### config.mk
export PLATFORM = sky130hd
export DESIGN_NAME = nibble_serial_adder
export DESIGN_NICKNAME = d
export VERILOG_FILES = /design/src/rtl/alu_pkg.sv /design/src/rtl/nibble_adder4.sv /design/src/rtl/nibble_serial_adder.sv
export SDC_FILE = /design/constraint.sdc
export NUM_CORES = 1
export LEC_CHECK = 0
export CORE_MARGIN = 8
export CORE_UTILIZATION = 50
export DETAILED_ROUTE_END_ITERATION = 10
export PLACE_DENSITY = 0.82
export RECOVER_POWER = 100
export SLEW_MARGIN = 20
export SYNTH_ARGS = -nofsm -noshare
export SYNTH_HDL_FRONTEND = slang
export SYNTH_SLANG_ARGS = --single-unit
### constraint.sdc
create_clock -name clk -period 6.9 [get_ports clk]
set_input_delay 1.38 -clock clk [delete_from_list [all_inputs] [get_ports clk]]
set_output_delay 1.38 -clock clk [all_outputs]
set_load 0.03 [all_outputs]
### src/rtl/alu_pkg.sv
// rtl/alu_pkg.sv - shared ALU types and helpers for the nibble-serial adder
package alu_pkg;

  localparam int NIB_W = 4;

  typedef enum logic [1:0] {
    IDLE = 2'd0,
    RUN  = 2'd1,
    DONE = 2'd2
  } state_t;

  // Nibble counter width; a single-nibble adder still needs one counter bit.
  function automatic int cnt_width(input int nib);
    return (nib <= 1) ? 1 : $clog2(nib);
  endfunction

endpackage

### src/rtl/nibble_adder4.sv
// rtl/nibble_adder4.sv - combinational 4-bit ripple adder with carry into the top bit
module nibble_adder4
  import alu_pkg::*;
(
  input  logic [NIB_W-1:0] a,
  input  logic [NIB_W-1:0] b,
  input  logic             cin,
  output logic [NIB_W-1:0] sum,
  output logic             cout,
  output logic             c_msb
);

  logic [NIB_W:0] c;

  always_comb begin
    c    = '0;
    sum  = '0;
    c[0] = cin;
    for (int i = 0; i < NIB_W; i++) begin
      sum[i]  = a[i] ^ b[i] ^ c[i];
      c[i+1]  = (a[i] & b[i]) | (c[i] & (a[i] ^ b[i]));
    end
  end

  assign cout  = c[NIB_W];
  assign c_msb = c[NIB_W-1];

endmodule

### src/rtl/nibble_serial_adder.sv
// rtl/nibble_serial_adder.sv - multi-cycle adder, one nibble per clock, LSB first
// Optional subtract mode when NIBBLE_SERIAL_ADDER_SUB_EN is defined.
module nibble_serial_adder
  import alu_pkg::*;
#(
  parameter int WIDTH = 16
)
(
  input  logic             clk,
  input  logic             rst_n,
  input  logic             start,
  input  logic [WIDTH-1:0] a,
  input  logic [WIDTH-1:0] b,
  input  logic             cin,
`ifdef NIBBLE_SERIAL_ADDER_SUB_EN
  input  logic             sub,
`endif
  output logic             busy,
  output logic             done,
  output logic [WIDTH-1:0] sum,
  output logic             cout,
  output logic             overflow
);

  localparam int NIB   = WIDTH / NIB_W;
  localparam int CNT_W = cnt_width(NIB);
  localparam logic [CNT_W-1:0] LAST = CNT_W'(NIB - 1);

  if ((WIDTH % NIB_W) != 0 || WIDTH < NIB_W) begin : g_width_check
    $error("nibble_serial_adder: WIDTH must be a positive multiple of 4");
  end

  state_t           state;
  logic [CNT_W-1:0] cnt;
  logic [WIDTH-1:0] a_r;
  logic [WIDTH-1:0] b_r;
  logic             carry;
  logic [CNT_W+1:0] bit_ix;
  logic [NIB_W-1:0] nib_sum;
  logic             nib_cout;
  logic             nib_cmsb;
  logic [WIDTH-1:0] b_load;
  logic             c_load;
  logic             cout_fin;

  assign bit_ix = {cnt, 2'b00};

  nibble_adder4 u_nib (
    .a     (a_r[bit_ix +: NIB_W]),
    .b     (b_r[bit_ix +: NIB_W]),
    .cin   (carry),
    .sum   (nib_sum),
    .cout  (nib_cout),
    .c_msb (nib_cmsb)
  );

`ifdef NIBBLE_SERIAL_ADDER_SUB_EN
  logic sub_r;

  // a - b - cin == a + ~b + ~cin; the final carry is then the inverse of borrow.
  always_comb begin
    b_load   = sub ? ~b : b;
    c_load   = sub ? ~cin : cin;
    cout_fin = sub_r ? ~nib_cout : nib_cout;
  end

  always_ff @(posedge clk or negedge rst_n) begin
    if (!rst_n)
      sub_r <= 1'b0;
    else if ((state == IDLE || state == DONE) && start)
      sub_r <= sub;
  end
`else
  always_comb begin
    b_load   = b;
    c_load   = cin;
    cout_fin = nib_cout;
  end
`endif

  always_ff @(posedge clk or negedge rst_n) begin
    if (!rst_n) begin
      state    <= IDLE;
      cnt      <= '0;
      a_r      <= '0;
      b_r      <= '0;
      carry    <= 1'b0;
      busy     <= 1'b0;
      done     <= 1'b0;
      sum      <= '0;
      cout     <= 1'b0;
      overflow <= 1'b0;
    end else begin
      case (state)
        IDLE, DONE: begin
          done <= 1'b0;
          if (start) begin
            a_r   <= a;
            b_r   <= b_load;
            carry <= c_load;
            cnt   <= '0;
            busy  <= 1'b1;
            state <= RUN;
          end else begin
            state <= IDLE;
          end
        end
        RUN: begin
          sum[bit_ix +: NIB_W] <= nib_sum;
          carry                <= nib_cout;
          if (cnt == LAST) begin
            cout     <= cout_fin;
            overflow <= nib_cmsb ^ nib_cout;
            busy     <= 1'b0;
            done     <= 1'b1;
            state    <= DONE;
          end else begin
            cnt <= cnt + 1'b1;
          end
        end
        default: state <= IDLE;
      endcase
    end
  end

endmodule
# After elaboration in Yosys (flattened, before gate mapping)
# Cells that the tools add are included.
[totals]
register_bits = 57
in_bits = 36
wordCells = 66
[classes]
add_sub_neg = 2
eq_ne = 6
n_shift = 4
mux = 14
n_bitwise = 21
n_reduce_logical = 9
[op_table]
columns = ["op", "count"]
rows = [
  ["$shiftx A16 B5 Y4", 2],
  ["$bwmux W16", 1],
  ["$shift A4 B6 Y16 const A", 1],
  ["$shiftx A4 B6 Y16", 1],
  ["$xor A1 B1 Y1", 9],
  ["$and A1 B1 Y1", 8],
  ["$pmux W2 S2", 2],
  ["$reduce_and A2 Y1", 4],
  ["$mux W2", 3],
  ["$ne A2 B2 Y1 const B", 3],
  ["$neg A4 Y6", 1],
  ["$pmux W1 S2", 3],
  ["$reduce_and A3 Y1", 2],
  ["$mux W1", 5],
  ["$eq A2 B2 Y1 const B", 2],
  ["$or A1 B1 Y1", 4],
  ["$add A2 B1 Y2 const B", 1],
  ["$eq A2 B1 Y1 const B", 1],
  ["$logic_not A2 Y1", 1],
  ["$reduce_bool A2 Y1", 1],
  ["$reduce_or A2 Y1", 1],
]

# Logic depth before layout (Yosys ltp)
[logic_depth]
word_depth = 11
mapped_depth = 12

# Hierarchy
# Synthesis repeated with hierarchy kept, for this count alone.
[hier_totals]
hier_cells = 187
area_unflattened_um2 = 2628.8
[by_module_without_submodules]
columns = ["module", "n_inst", "cells_each", "area_per_inst_um2"]
rows = [
  ["nibble_serial_adder", 1, 175, 2518.7],
  ["nibble_adder4", 1, 12, 110.1],
]

# Worst setup path after synthesis
# No wires, ideal clock.
[synth_timing]
path_kind = "register to register"
from = "register cnt[0]"
to = "register sum[11]"
setup_ns = 0.121
t_arrival_ns = 2.713
required_time_ns = 6.779
slack_ns = 4.066
stages_incl_launch_ff = 12
period_less_slack_ns = 2.834
cell_sequence = "dfrtp_1 -> buf_6 -> mux4_2 -> inv_1 -> fa_1 -> inv_1 -> fa_1 -> inv_1 -> fa_1 -> inv_1 -> fa_1 -> a22o_1"
[synth_between]
elab_chain_len = 11
[synth_rtl]
columns = ["element", "line_no", "source"]
rows = [
  ["start: declaration", "nibble_serial_adder.sv:34", "logic [CNT_W-1:0] cnt;"],
  ["start signal: assignment", "nibble_serial_adder.sv:118", "cnt <= cnt + 1'b1;"],
  ["$shiftx A16 B5 Y4, on equally long branches", "nibble_serial_adder.sv:49, nibble_serial_adder.sv:50", ""],
  ["$xor A1 B1 Y1", "nibble_adder4.sv:20, nibble_adder4.sv:21", ""],
  ["$and A1 B1 Y1", "nibble_adder4.sv:21", "c[i+1] = (a[i] & b[i]) | (c[i] & (a[i] ^ b[i]));"],
  ["$or A1 B1 Y1", "nibble_adder4.sv:21", ""],
  ["$and A1 B1 Y1", "nibble_adder4.sv:21", ""],
  ["$or A1 B1 Y1", "nibble_adder4.sv:21", ""],
  ["$and A1 B1 Y1", "nibble_adder4.sv:21", ""],
  ["$or A1 B1 Y1", "nibble_adder4.sv:21", ""],
  ["$xor A1 B1 Y1", "nibble_adder4.sv:20", "sum[i] = a[i] ^ b[i] ^ c[i];"],
  ["$shiftx A4 B6 Y16", "nibble_serial_adder.sv:109", "sum[bit_ix +: NIB_W] <= nib_sum;"],
  ["$bwmux W16 (*)", "nibble_serial_adder.sv:109", ""],
  ["end signal: indexed assignment", "nibble_serial_adder.sv:109", ""],
  ["end: declaration", "nibble_serial_adder.sv:20", "output logic [WIDTH-1:0] sum,"],
]
# Mark *: on every way between the ends. The rest lies on a longest branch, timed or not.
# A chain may end at the register's enable or synchronous reset.

==> results.md <==
- Num Clock Sinks: between 50 and 60
- Post_cts resized: 0
- Routed wire per std cell: 17.0 µm
- Gate Count Post-Synth: 188
- Net count after synthesis: 234
- Area Overhead vs Synth: 23.8%
- Hold_buf cts: 0
- Clk pwr share: 0.177
- Yosys warning total: 0
- Final instance area: between 3000 and 4000 µm²
- Setup TNS Final: 0 ns
- Pin count of the biggest net entering global routing: slightly below 60
- RSZ-0062 raised after global routing: no
- Share of post-route cells with drive strength above 1: 0.126
- Pwr Density: 520 nW/µm²
- Cell family with most CP delay: buffers and inverters
- HP Class: flip-flop to flip-flop
- Synth cell types: 32
- Cts bufs inserted: 9
- Sw Share: 0.403
- Final slew viol count: 93
- Vias post-DR: 1703
- Core area: 5410 µm²
- CP endpoint kind: async pin
- Final total power: 1780 µW
- Yosys reg bits: 57
- Worst VDD drop: 0.000251 V
- Root buf cell: clkbuf_8
- GR Overflow Total: 0
- Die Wd: 90.3 µm
- Register share of total power: 0.337
- Ant. Diodes: 0
- Drt first-iter violations: 61
- Total Routing Usage GR: 0.146
- Initial antenna violation count: 0
- Placed wire-length estimate: 4090 µm
- Highest clock rate: 0.266 GHz
- Commonest non-fill, non-tap cell in the layout: dfrtp_1
- Post-layout minimum cycle time: approximately 3.8 ns
- Clock transition at path regs: 0.06 ns
- Slew @ Worst Pin: around 3.0 ns
- Int Pwr: 1060 µW
- Sequential area share after synthesis: 0.517
- Commonest non-fill, non-tap cells in the layout: dfrtp_1, clkdlybuf4s50_1, mux2_1
- Number of global-route vias before repair: around 2000
- Relative slew slack: -0.971
- Fin cells: 326
- DR vias/cell: between 5 and 6
- P_sw: 716 µW
- First-pass GRT wire length: between 9000 and 10000 µm
- IO Count: 56
- Crit path buffers/inverters: 2
- Syn_area_per_cell: 14.7 µm²
- Num rows: 27
- Initial Utilization: 0.511
- Placed cell area: around 3300 µm²
- Gpl congestion: 0.816
- CTS max path bufs: 2
- Leakage: 0.00150 µW
- CP Max Fanout: 57
- CTS tree: done
- Clock Latency Late Sink: 0.34 ns
- WS Path Type: primary input to async pin
- Final ANT Viol Nets: 0
- NumNets Final: around 300
- Highest-delay cell along the critical path: clkbuf_1
- Violated checks: capacitance limit, slew limit
- Dpl cells: 310
- Status: finished, violations left
- Critical Path RT: 6.70 ns
- Final Hold Fails: 0
- Post-CTS Setup Repair Bufs: 0
- CP Launch Type: primary input
- Cell Area, Synth: 2760 µm²
- Final period util: 0.546
- CP arrival: 3.56 ns
- MaxCap Viol Count: 2
- Comb power frac: 0.486
- DRT Pass-1 Iters: 5
- Setup violators final: 0
- Worst-path cell chain: buf_2 > clkbuf_1
- DRC errors left: 0
- H-tree depth: 3
- Worst path max stage delay: ~2.1 ns
- Die H: roughly 90 µm
- Full die area: 8150 µm²
- Hold WS: 0.474 ns
- Port bufs: 55
- Worst-case clock skew: roughly 0.0063 ns
- Drt total wl: 5540 µm
[path summary, 6_finish.rpt]
path                             start     end  slack, ns  depth (start not counted)
min in group asynchronous        rst_n    done       2.11                          2
worst min register to register  sum[5]  sum[5]       0.47                          2
worst max-delay path             rst_n  b_r[7]       3.13                          2
worst max register to register  cnt[0]  sum[7]       3.45                         12
max in group clk                 start  b_r[1]       3.27                          4
worst min-delay path            sum[5]  sum[5]       0.47                          2
[cells in the mapped netlist, drive strengths merged]
library cell,number,share of area
dfrtp,57,0.52
mux2,33,0.17
nand2,16,0.022
inv,11,0.015
mux4,8,0.065
o21ai,7,0.013
buf,6,0.029
ha,6,0.027
nor2b,5,0.012
a22o,4,0.013
fa,4,0.029
o2bb2ai,4,0.013
o31ai,4,0.011
nand3b,3,0.0082
nor3b,3,0.012
and4b,2,0.0073
clkbuf,2,0.0027
nand3,2,0.0036
nand4b,2,0.0063
nor2,2,0.0027
a211oi,1,0.0027
a21oi,1,0.0018
mux2i,1,0.0036
nand2b,1,0.0023
o21a,1,0.0027
or2,1,0.0023
xor2,1,0.0032
[sequential cells by signal (all words and copies together) (netlist names)]
signal / count
sum: 16
overflow: 1
a_r: 16
cout: 1
carry: 1
busy: 1
b_r: 16
state: 2
cnt: 2
done: 1
[final cells by class]
cell class                 instances  area, µm²
inverter                          11       41.3
sequential                        57       1430
tap                               72       90.1
fill                             461       1990
multi-input combinational        112       1100
timing repair buffer              58        557
clock buffer                      10        138
clock inverter                     6       66.3
[per-layer routing]
metal	vias to the layer above	global-route usage	share of wire
met4	0	0.0763	0.018
met2	60	0.220	0.46
met5	-	0	0
li1	792	-	-
met1	839	0.182	0.46
met3	12	0.0482	0.066
[logic make-up after synthesis]
logic type	Yosys count	synth area share
AO/OA/AOI/OAI	22	0.0562
XOR/XNOR	1	0.00317
adder cells (fa/ha/maj)	10	0.0562
buffers and inverters	19	0.0462
flip-flops	57	0.517
multiplexers	42	0.243
AND/OR/NAND/NOR	37	0.0784
[stage by stage]
step           utilization  worst slack, ns
6_report             0.632             3.13
3_5_place_dp         0.617             3.72
4_1_cts              0.655             3.69
5_1_grt              0.632             2.53
2_1_floorplan            -             4.07
3_3_place_gp         0.617             3.84
[power groups by stage]
stage / logic (µW) / registers [µW] / clock network (µW)
after floorplan: 661 / 643 / 0
after global placement: 933 / 610 / 0
after detailed placement: 968 / 611 / 0
after CTS: 974 / 609 / 321
after global routing: 955 / 619 / 335
final: 863 / 598 / 314
[worst min-delay path, delay by kind of cell, from the launching register on]
kind,cells,cell delay [ns]
simple gates,1,0.04
flops,1,0.34
compound gates,1,0.06
Power figures use the tool's default switching activity.
